`config.mk`:
```
export PLATFORM = sky130hd
export DESIGN_NAME = bloco_controle_flat
export DESIGN_NICKNAME = d
export VERILOG_FILES = /design/src/rtl/bloco_controle_pkg.sv /design/src/rtl/bloco_controle_if.sv /design/src/rtl/bloco_controle_contador_guarda.sv /design/src/rtl/bloco_controle.sv /design/src/flat_wrapper.sv
export SDC_FILE = /design/constraint.sdc
export NUM_CORES = 1
export LEC_CHECK = 0
export ABC_AREA = 1
export BUFFER_PORTS_ARGS = -buffer_cell sky130_fd_sc_hd__buf_2
export CORE_ASPECT_RATIO = 1.1
export CORE_UTILIZATION = 52
export CTS_CLUSTER_SIZE = 10
export DETAILED_ROUTE_END_ITERATION = 6
export PLACE_DENSITY = 0.8
export SYNTH_ARGS = -nofsm -noshare
export SYNTH_HDL_FRONTEND = slang
export SYNTH_HIERARCHICAL = 1
export SYNTH_SLANG_ARGS = --single-unit
```
`constraint.sdc`:
```
create_clock -name clk -period 2.9 [get_ports clk]
set_input_delay 0.145 -clock clk [delete_from_list [all_inputs] [get_ports clk]]
set_output_delay 0.145 -clock clk [all_outputs]
set_load 0.03 [all_outputs]
```
`src/rtl/bloco_controle_pkg.sv`:
```
// -----------------------------------------------------------------------------
// bloco_controle_pkg
// Shared definitions for the accumulate-by-count control block (BC):
//   - estado_t     : FSM state encoding (3-bit binary, IDLE = 0)
//   - MAX_ITER_DEF : default watchdog limit on SOMA visits per run
//   - CNT_W        : width of the iteration counter
//   - soma_estoura : 8-bit unsigned add carry-out test used for overflow
// -----------------------------------------------------------------------------
package bloco_controle_pkg;

    localparam int MAX_ITER_DEF = 16;
    localparam int CNT_W        = 5;

    typedef enum logic [2:0] {
        IDLE   = 3'd0,
        INIT   = 3'd1,
        ESPERA = 3'd2,
        TESTA  = 3'd3,
        SOMA   = 3'd4,
        FIM    = 3'd5
    } estado_t;

    // True when a + b does not fit in 8 bits.
    function automatic logic soma_estoura(input logic [7:0] a, input logic [7:0] b);
        logic [8:0] s;
        s = {1'b0, a} + {1'b0, b};
        return s[8];
    endfunction

endpackage

```
`src/rtl/bloco_controle_if.sv`:
```
// -----------------------------------------------------------------------------
// bloco_controle_if
// Bundles the BC start/done handshake, result flags and the BO control link.
// Handshake: start is a level request sampled only while BC is idle
// (ocupado = 0); the run is done when pronto pulses for one cycle, and
// resultado/estouro/erro are valid from that cycle until the next run starts.
//   start     : run request (to BC)
//   zero      : BO zero0, already registered inside BO (to BC)
//   soma      : BO accumulator value (to BC)
//   valor     : addend shared with BO, overflow detection only (to BC)
//   rac/cac/set/dec : BO strobes (from BC)
//   ocupado, pronto, resultado, estouro, erro : status (from BC)
//   estado    : current FSM state, debug visibility (from BC)
// Modports: slave = the control block, master = its environment.
// -----------------------------------------------------------------------------
interface bloco_controle_if;
    import bloco_controle_pkg::*;

    logic       start;
    logic       zero;
    logic [7:0] soma;
    logic [7:0] valor;
    logic       rac;
    logic       cac;
    logic       set;
    logic       dec;
    logic       ocupado;
    logic       pronto;
    logic [7:0] resultado;
    logic       estouro;
    logic       erro;
    estado_t    estado;

    modport slave (
        input  start, zero, soma, valor,
        output rac, cac, set, dec, ocupado, pronto, resultado, estouro, erro, estado
    );

    modport master (
        output start, zero, soma, valor,
        input  rac, cac, set, dec, ocupado, pronto, resultado, estouro, erro, estado
    );

endinterface

```
`src/rtl/bloco_controle_contador_guarda.sv`:
```
// -----------------------------------------------------------------------------
// contador_guarda
// Watchdog iteration counter for the control block.
//   clk      : system clock
//   rst      : asynchronous active-low reset
//   clr_i    : clear count to 0 (has priority over inc_i)
//   inc_i    : increment count
//   limite_o : count equals MAX_ITER
// -----------------------------------------------------------------------------
module contador_guarda
    import bloco_controle_pkg::*;
#(
    parameter int MAX_ITER = MAX_ITER_DEF
) (
    input  logic clk,
    input  logic rst,
    input  logic clr_i,
    input  logic inc_i,
    output logic limite_o
);

    localparam logic [CNT_W-1:0] LIMITE = CNT_W'(MAX_ITER);

    logic [CNT_W-1:0] cnt_q;
    logic [CNT_W-1:0] cnt_d;

    always_comb begin
        cnt_d = cnt_q;
        if (clr_i) begin
            cnt_d = '0;
        end else if (inc_i) begin
            cnt_d = cnt_q + 1'b1;
        end
    end

    always_ff @(posedge clk or negedge rst) begin
        if (!rst) begin
            cnt_q <= '0;
        end else begin
            cnt_q <= cnt_d;
        end
    end

    assign limite_o = (cnt_q == LIMITE);

endmodule

```
`src/rtl/bloco_controle.sv`:
```
// -----------------------------------------------------------------------------
// bloco_controle
// Control block for the accumulate-by-count datapath. Sequences BO strobes so
// that valor is added into the accumulator once per counter step until BO
// reports zero0, then latches the result with overflow and watchdog flags.
//   clk : system clock, rising edge
//   rst : asynchronous active-low reset
//   bus : bloco_controle_if.slave (handshake, BO link, status, debug state)
// Strobes and status are Moore outputs decoded from the state register only.
// -----------------------------------------------------------------------------
module bloco_controle
    import bloco_controle_pkg::*;
#(
    parameter int MAX_ITER = MAX_ITER_DEF
) (
    input  logic                  clk,
    input  logic                  rst,
    bloco_controle_if.slave       bus
);

    estado_t    estado_q, estado_d;
    logic [7:0] resultado_q, resultado_d;
    logic       estouro_q, estouro_d;
    logic       erro_q, erro_d;
    logic       limite;

    contador_guarda #(
        .MAX_ITER (MAX_ITER)
    ) u_guarda (
        .clk      (clk),
        .rst      (rst),
        .clr_i    (estado_q == INIT),
        .inc_i    (estado_q == SOMA),
        .limite_o (limite)
    );

    always_comb begin
        estado_d    = estado_q;
        resultado_d = resultado_q;
        estouro_d   = estouro_q;
        erro_d      = erro_q;
        case (estado_q)
            IDLE: begin
                if (bus.start) estado_d = INIT;
            end
            INIT: begin
                estouro_d = 1'b0;
                erro_d    = 1'b0;
                estado_d  = ESPERA;
            end
            ESPERA: begin
                estado_d = TESTA;
            end
            TESTA: begin
                // The result is captured on the way into FIM so it is already
                // valid during the pronto cycle; soma is stable here because
                // no cac is issued in TESTA.
                if (bus.zero) begin
                    resultado_d = bus.soma;
                    estado_d    = FIM;
                end else if (limite) begin
                    resultado_d = bus.soma;
                    erro_d      = 1'b1;
                    estado_d    = FIM;
                end else begin
                    estado_d = SOMA;
                end
            end
            SOMA: begin
                // soma is the pre-capture accumulator value this cycle.
                if (soma_estoura(bus.soma, bus.valor)) estouro_d = 1'b1;
                estado_d = ESPERA;
            end
            FIM: begin
                estado_d = IDLE;
            end
            default: begin
                estado_d = IDLE;
            end
        endcase
    end

    always_ff @(posedge clk or negedge rst) begin
        if (!rst) begin
            estado_q    <= IDLE;
            resultado_q <= 8'h00;
            estouro_q   <= 1'b0;
            erro_q      <= 1'b0;
        end else begin
            estado_q    <= estado_d;
            resultado_q <= resultado_d;
            estouro_q   <= estouro_d;
            erro_q      <= erro_d;
        end
    end

    assign bus.rac       = (estado_q == INIT);
    assign bus.set       = (estado_q == INIT);
    assign bus.cac       = (estado_q == SOMA);
    assign bus.dec       = (estado_q == SOMA);
    assign bus.ocupado   = (estado_q != IDLE);
    assign bus.pronto    = (estado_q == FIM);
    assign bus.resultado = resultado_q;
    assign bus.estouro   = estouro_q;
    assign bus.erro      = erro_q;
    assign bus.estado    = estado_q;

endmodule
```
`src/flat_wrapper.sv`:
```
// flat-port wrapper written by rule: the top's interface ports become plain ports
module bloco_controle_flat import bloco_controle_pkg::*;
#(
    parameter int MAX_ITER = MAX_ITER_DEF
)
  (clk, rst, bus_start, bus_zero, bus_soma, bus_valor, bus_rac, bus_cac, bus_set, bus_dec, bus_ocupado, bus_pronto, bus_resultado, bus_estouro, bus_erro, bus_estado);
  bloco_controle_if bus_i ();
  input  logic clk;
  input  logic rst;
  input wire logic [$bits(bus_i.start)-1:0] bus_start;
  input wire logic [$bits(bus_i.zero)-1:0] bus_zero;
  input wire logic [$bits(bus_i.soma)-1:0] bus_soma;
  input wire logic [$bits(bus_i.valor)-1:0] bus_valor;
  output wire logic [$bits(bus_i.rac)-1:0] bus_rac;
  output wire logic [$bits(bus_i.cac)-1:0] bus_cac;
  output wire logic [$bits(bus_i.set)-1:0] bus_set;
  output wire logic [$bits(bus_i.dec)-1:0] bus_dec;
  output wire logic [$bits(bus_i.ocupado)-1:0] bus_ocupado;
  output wire logic [$bits(bus_i.pronto)-1:0] bus_pronto;
  output wire logic [$bits(bus_i.resultado)-1:0] bus_resultado;
  output wire logic [$bits(bus_i.estouro)-1:0] bus_estouro;
  output wire logic [$bits(bus_i.erro)-1:0] bus_erro;
  output wire logic [$bits(bus_i.estado)-1:0] bus_estado;
  assign bus_i.start = bus_start;
  assign bus_i.zero = bus_zero;
  assign bus_i.soma = bus_soma;
  assign bus_i.valor = bus_valor;
  assign bus_rac = bus_i.rac;
  assign bus_cac = bus_i.cac;
  assign bus_set = bus_i.set;
  assign bus_dec = bus_i.dec;
  assign bus_ocupado = bus_i.ocupado;
  assign bus_pronto = bus_i.pronto;
  assign bus_resultado = bus_i.resultado;
  assign bus_estouro = bus_i.estouro;
  assign bus_erro = bus_i.erro;
  assign bus_estado = bus_i.estado;
  bloco_controle #(.MAX_ITER(MAX_ITER)) u_core (.clk(clk), .rst(rst), .bus(bus_i));
endmodule
```
; ---- Word-level counts from Yosys, hierarchy flattened
; Cells that the tools add are included.
[totals]
rom_bits = 0
mem_count = 0
latchBits = 0
output_inout_bits = 19
elab_cells = 39
mem_bits_rw = 0
input_bits = 20
register_bits = 18
[classes]
bitwise = 0
reduce_logical = 9
n_div = 0
shift = 0
add_sub_neg = 2
magnitude_cmp = 0
muxes = 13
n_eq_ne = 10
multipliers = 0
[op_table]
columns = operator, n
row1 = 2-to-1 mux 8 bit, 2
row2 = case mux 3 bit (4 select lines), 1
row3 = 2-to-1 mux 5 bit, 2
row4 = adder 8 x 8 -> 9 bit, 1
row5 = "== test 3 x 2 -> 1 bit, second input constant", 2
row6 = "== test 3 bit, second input constant", 2
row7 = 2-to-1 mux 3 bit, 2
row8 = nonzero test 2 bit, 3
row9 = "adder 5 x 1 -> 5 bit, second input constant", 1
row10 = "== test 5 bit, second input constant", 1
row11 = 2-to-1 mux 1 bit, 4
row12 = "!= test 2 x 1 -> 1 bit, second input constant", 2
row13 = "!= test 2 bit, second input constant", 2
row14 = case mux 1 bit (2 select lines), 2
row15 = AND reduction 2 bit, 2
row16 = "== test 3 x 1 -> 1 bit, second input constant", 1
row17 = logical NOT 3 bit, 1
row18 = AND reduction 3 bit, 1
row19 = nonzero test 3 bit, 1
row20 = OR reduction 2 bit, 1

; ---- Depth between registers and ports, before layout
[depth]
ltp_word = 4
mapped_depth = 9
mapped_depth_nobuf = 9

; ---- Cells and area by module
; Netlist, hierarchy kept.
[modules_own_cells]
columns = mod, instances, seq_area_each_um2, area_per_inst_um2, cells_each
row1 = bloco_controle, 1, 325.3, 753.2, 85
row2 = contador_guarda, 1, 125.1, 310.3, 37

; ---- Worst setup path after synthesis
; OpenSTA, ideal clock, no wires.
[synth_timing]
path_type = register to register
start = reg u_core.estado_q[2], in the netlist u_core/bus.estado[2]
end = reg u_core.u_guarda.cnt_q[4]
required_time_ps = 2783
n_path_buf = 0
setup_time_ps = 117
synth_period_minus_slack_ps = 2292
arrival_ps = 2175
path_slack_ps = 608
path_stages_with_launch = 8
path_cell_list = dfrtp_1 > inv_1 > nor3_1 > nor2_4 > nor2_4 > nand3_2 > nand2_1 > nor2_2
[synth_between]
elab_chain_cells = 2
word_cells_on_any_way = 4
cone_classes = 2 x eq/ne / 1 x mux / 1 x reduce/logical
[synth_lines]
columns = item, line_no
row1 = "start, declared", bloco_controle.sv:21  ; estado_t estado_q, estado_d;
row2 = "start signal, assigned", bloco_controle.sv:90  ; estado_q <= estado_d;
row3 = == test 3 bit, n/a
row4 = via bus_cac, flat_wrapper.sv:15  ; output wire logic [$bits(bus_i.cac)-1:0] bus_cac;
row5 = nonzero test 2 bit (no source line), n/a
row6 = "end signal, assigned", bloco_controle_contador_guarda.sv:40  ; cnt_q <= cnt_d;
row7 = "end, declared", bloco_controle_contador_guarda.sv:24  ; logic [CNT_W-1:0] cnt_q;
; The timed path passes the listed nets, and every way through them passes these cells.
; A chain may end at the register's enable or synchronous reset.

; ---- Final worst setup path
[layout_timing]
start = reg u_core.estado_q[2], in the netlist u_core/bus.estado[2]
end = out bus_cac
[layout_between]
elab_chain_cells = 1
[layout_lines]
columns = item, line_no
row1 = == test 3 bit, bloco_controle.sv:99  ; assign bus.cac = (estado_q == SOMA);
row2 = "end, declared", flat_wrapper.sv:15
; No other way between the ends.

==> results.md <==
Run status:
- The flow ran to the end, and the final reports show no timing, DRC or antenna violations.

STA:
- The worst pin sits at a relative slew slack of 0.4553.
- Across all setup checks in the final design, the least slack found is around 0.96 ns.
- Setup repair after global routing left no endpoint under its margin.
- Derived from the worst setup path, the maximum achievable clock frequency is 515.0 MHz.
- The worst-case clock skew is between 0.002 and 0.003 ns.
- The fraction of the cycle the final worst path needs is 0.6695.
- The total count of max-transition violations in the final report is 0.
- In the final timing run, aggregate negative setup slack is 0 ns.
- The final critical delay including setup and external delays is 1.942 ns.
- The count of endpoints failing hold in the final timing report came to 0.
- At the pin with the least slew margin, the transition time is 0.8170 ns.
- The count of final setup violators is 0.

Global routing:
- The pin count of the biggest net entering global routing is 19.
- The initial antenna violation count is 0.
- The via count of the first global-routing pass is between 800 and 900.
- The residual overflow from global routing is 0.
- The global routing usage summed across all routing layers is 0.2079.
- The wire length of the first global-routing pass is 3353 µm.

Critical path:
- The endpoint of the worst register-to-register path is u_core/bus.resultado[4]$_DFFE_PN0N_.
- The source of the critical timing path is u_core/bus.estado[2]$_DFFE_PN0P_.
- The reg-to-reg setup timing slack is 1.11 ns.
- The slowest library cell on the worst path is sky130_fd_sc_hd__nor3_1.
- The critical path goes through inv_1, nor3_1, buf_2.
- STA classifies the critical path endpoint as a primary output.
- The data arrival time of the worst path is 1.80 ns.
- For the worst setup path, the data required time is about 2.8 ns.
- The reg-to-reg critical path startpoint is u_core/u_guarda/cnt_q[0]$_DFFE_PN0P_.
- In this design, the stage delay of the slowest critical-path cell is 0.61 ns.
- Counting cells, the worst reg-to-reg path comes to 7.
- The type of the worst setup path is reg2out.
- The maximum fanout count along the critical path is 6.
- The launching element type of the critical path is a flip-flop.

Clock tree:
- The H-tree depth is 1.
- TritonCTS built the clock tree.
- Clock tree synthesis found a total of 18 sinks.
- The cts-stage hold buffer count is 1.
- The post-CTS clock slew at the launch and capture registers of the worst setup and hold paths is 0.10 ns.
- In this run the deepest clock path goes through 2 buffers.
- The post-CTS setup buffer count is 0.
- Clock tree synthesis inserted a total of 3 buffers.
- The root buffer cell is sky130_fd_sc_hd__clkbuf_4.
- The clock insertion delay at the later pin of the skew report is 0.29 ns.
- The total of cells resized after clock tree synthesis is 0.

Synth:
- In this run, synthesis produced a sequential element count of 18.
- The count of cell types in the netlist is 20.
- The share of the Yosys chip area taken by registers is 0.4235.
- The Yosys step of the flow raised 6 warnings.
- The synthesized instance count is 122.
- The area of the mapped netlist is 1064 µm².
- The mean cell area of the mapped netlist is just under 9 µm².
- The synthesized net count is 151.

Detailed routing:
- The initial detailed-routing violation count is 12.
- The count of nets left with antenna violations after detail routing is 0.
- The length of the first detailed-routing pass in iterations is 4.
- The post-route DRC violation count is 0.
- The overall via count from detail_route is 890.
- After detailed routing, the average wire length per cell comes to 10.17 µm.
- The vias per cell is 4.709.
- Summed over all layers, the routed wires come to 1922 µm.

Finish:
- Of the cells placed in the final design, the portion with a size suffix greater than 1 is 0.3827.
- The summed area of non-filler cells in the final layout is around 1300 µm².
- The number of inserted diodes is 0.
- The layout has approximately 160 filler cells.
- The area added between synthesis and finish is 22.94%.
- At the end of the flow, the number of nets in the layout was roughly 190.

Floorplanning:
- 39 I/O pins were placed.
- The initial utilization of the core area, before any placement, comes to 0.5774.
- The total area inside the core boundary comes to approximately 1800 µm².
- The height of the chip is roughly 50 µm.
- The total number of placement rows is 16.
- The die area is 2230 µm².
- Measured along the x axis, the die boundary spans 45.12 µm.

Flow run:
- The total of max-cap violations is 0.

Worst hold path:
- The worst hold path class is in2reg.
- Along the worst hold path, the cell count comes to 3.
- The startpoint identified for the worst hold timing path is bus_start.
- The end point of the most critical hold path is u_core/bus.estado[0]$_DFFE_PN0P_.

Place:
- The pre-CTS setup slack is 1.125 ns.
- The post-place instance area is 1261 µm².
- The number of buffer cells added on primary ports is 38.
- The global placement routability congestion is between 0.7 and 0.8.
- The final HPWL from detailed placement is 1566 µm.

Power and ir drop:
- The ratio of total power to cell area is 963.8 nW/µm².
- The static power due to leakage is between 0.7 and 0.8 nW.
- The total chip power is between 1 and 1.5 mW.
- The maximum vdd ir drop is 0.0005108 V.
[sequential cells by signal, summed over array words and instances (netlist names)]
name	count
u_core/bus.erro	1
u_core/bus.estado	3
u_core/bus.estouro	1
u_core/bus.resultado	8
u_core/u_guarda/cnt_q	5
[critical path, delay by kind of cell (launching register included)]
family	cells	cell delay [ns]
AND/OR/NAND/NOR	1	0.61
buffers and inverters	2	0.44
flip-flops	1	0.45
[how the worst max path moves through the flow]
stage	to	slack, ns	depth (start not counted)
final	bus_cac	0.96	3
after global routing	bus_cac	0.76	3
after CTS	bus_cac	0.92	3
after detailed placement	u_core/bus.resultado[4]$_DFFE_PN0N_	1.13	7
after global placement	u_core/bus.resultado[5]$_DFFE_PN0N_	1.21	7
after floorplan	u_core/u_guarda/cnt_q[4]$_DFFE_PN0P_	0.61	7
[Yosys cell counts]
master / number / area share
sky130_fd_sc_hd__a21oi_2: 2 / 0.016
sky130_fd_sc_hd__nand3_2: 1 / 0.0094
sky130_fd_sc_hd__nor2_4: 3 / 0.032
sky130_fd_sc_hd__inv_1: 20 / 0.071
sky130_fd_sc_hd__nor2_1: 7 / 0.025
sky130_fd_sc_hd__nand2_1: 29 / 0.10
sky130_fd_sc_hd__inv_2: 1 / 0.0035
sky130_fd_sc_hd__buf_6: 1 / 0.011
sky130_fd_sc_hd__nand3b_1: 1 / 0.0071
sky130_fd_sc_hd__nand3_1: 3 / 0.014
sky130_fd_sc_hd__o21a_1: 1 / 0.0071
sky130_fd_sc_hd__o21ai_0: 1 / 0.0047
sky130_fd_sc_hd__nor3_1: 3 / 0.014
sky130_fd_sc_hd__o21ai_2: 9 / 0.074
sky130_fd_sc_hd__buf_4: 2 / 0.014
sky130_fd_sc_hd__ha_1: 9 / 0.11
sky130_fd_sc_hd__a21oi_1: 7 / 0.033
sky130_fd_sc_hd__nor2_2: 3 / 0.018
sky130_fd_sc_hd__dfrtp_1: 18 / 0.42
sky130_fd_sc_hd__nor3_4: 1 / 0.015
[cell type report]
type                            count  area, µm²  share of cell area
Multi-Input combinational cell     80      508.0              0.3885
Sequential cell                    18      450.4              0.3445
Timing Repair Buffer               39      200.2              0.1531
Inverter                           21      78.83             0.06029
Clock buffer                        4      36.28             0.02775
Tap cell                           27      33.78             0.02584
[kinds of logic after synthesis]
logic type / Yosys count / synth area share
compound gates: 20 / 0.1353
flops: 18 / 0.4235
fa+ha+maj: 9 / 0.1059
buf+inv: 24 / 0.09881
simple gates: 51 / 0.2365
[metal layers]
metal / GRT usage / routed length [µm]
met4: 0.06061 / 25
met2: 0.3696 / 967
met5: 0 / 0
met3: 0.07407 / 111
met1: 0.2214 / 817
[per-stage QoR]
stage / hold WS (ns) / util / std cells
after CTS: 0.09006 / 0.7099 / 189
after detailed placement: 0.09411 / 0.6848 / 184
final: 0.09507 / 0.7099 / 189
after floorplan: -0.1506 / - / 122
after global routing: 0.09100 / 0.7099 / 189
after global placement: 0.08837 / 0.6848 / 184
[cells in the final DEF (no fill, tap or decap), types with 2 or more instances in the layout]
master	count
sky130_fd_sc_hd__nor3_1	3
sky130_fd_sc_hd__dfrtp_1	18
sky130_fd_sc_hd__ha_1	9
sky130_fd_sc_hd__o21ai_2	9
sky130_fd_sc_hd__nor2_2	3
sky130_fd_sc_hd__nand3_1	3
sky130_fd_sc_hd__nor2_4	3
sky130_fd_sc_hd__inv_1	20
sky130_fd_sc_hd__nand2_1	29
sky130_fd_sc_hd__clkbuf_4	3
sky130_fd_sc_hd__a21oi_1	7
sky130_fd_sc_hd__buf_2	38
sky130_fd_sc_hd__nor2_1	7
sky130_fd_sc_hd__a21oi_2	2
[power by group]
part	internal (mW)	total, mW	switching, mW
registers	0.346	0.416	0.0700
clock network	0.0766	0.153	0.0761
logic	0.206	0.691	0.486
total	0.629	1.26	0.632
No activity file was read; power rests on OpenSTA's default activity.
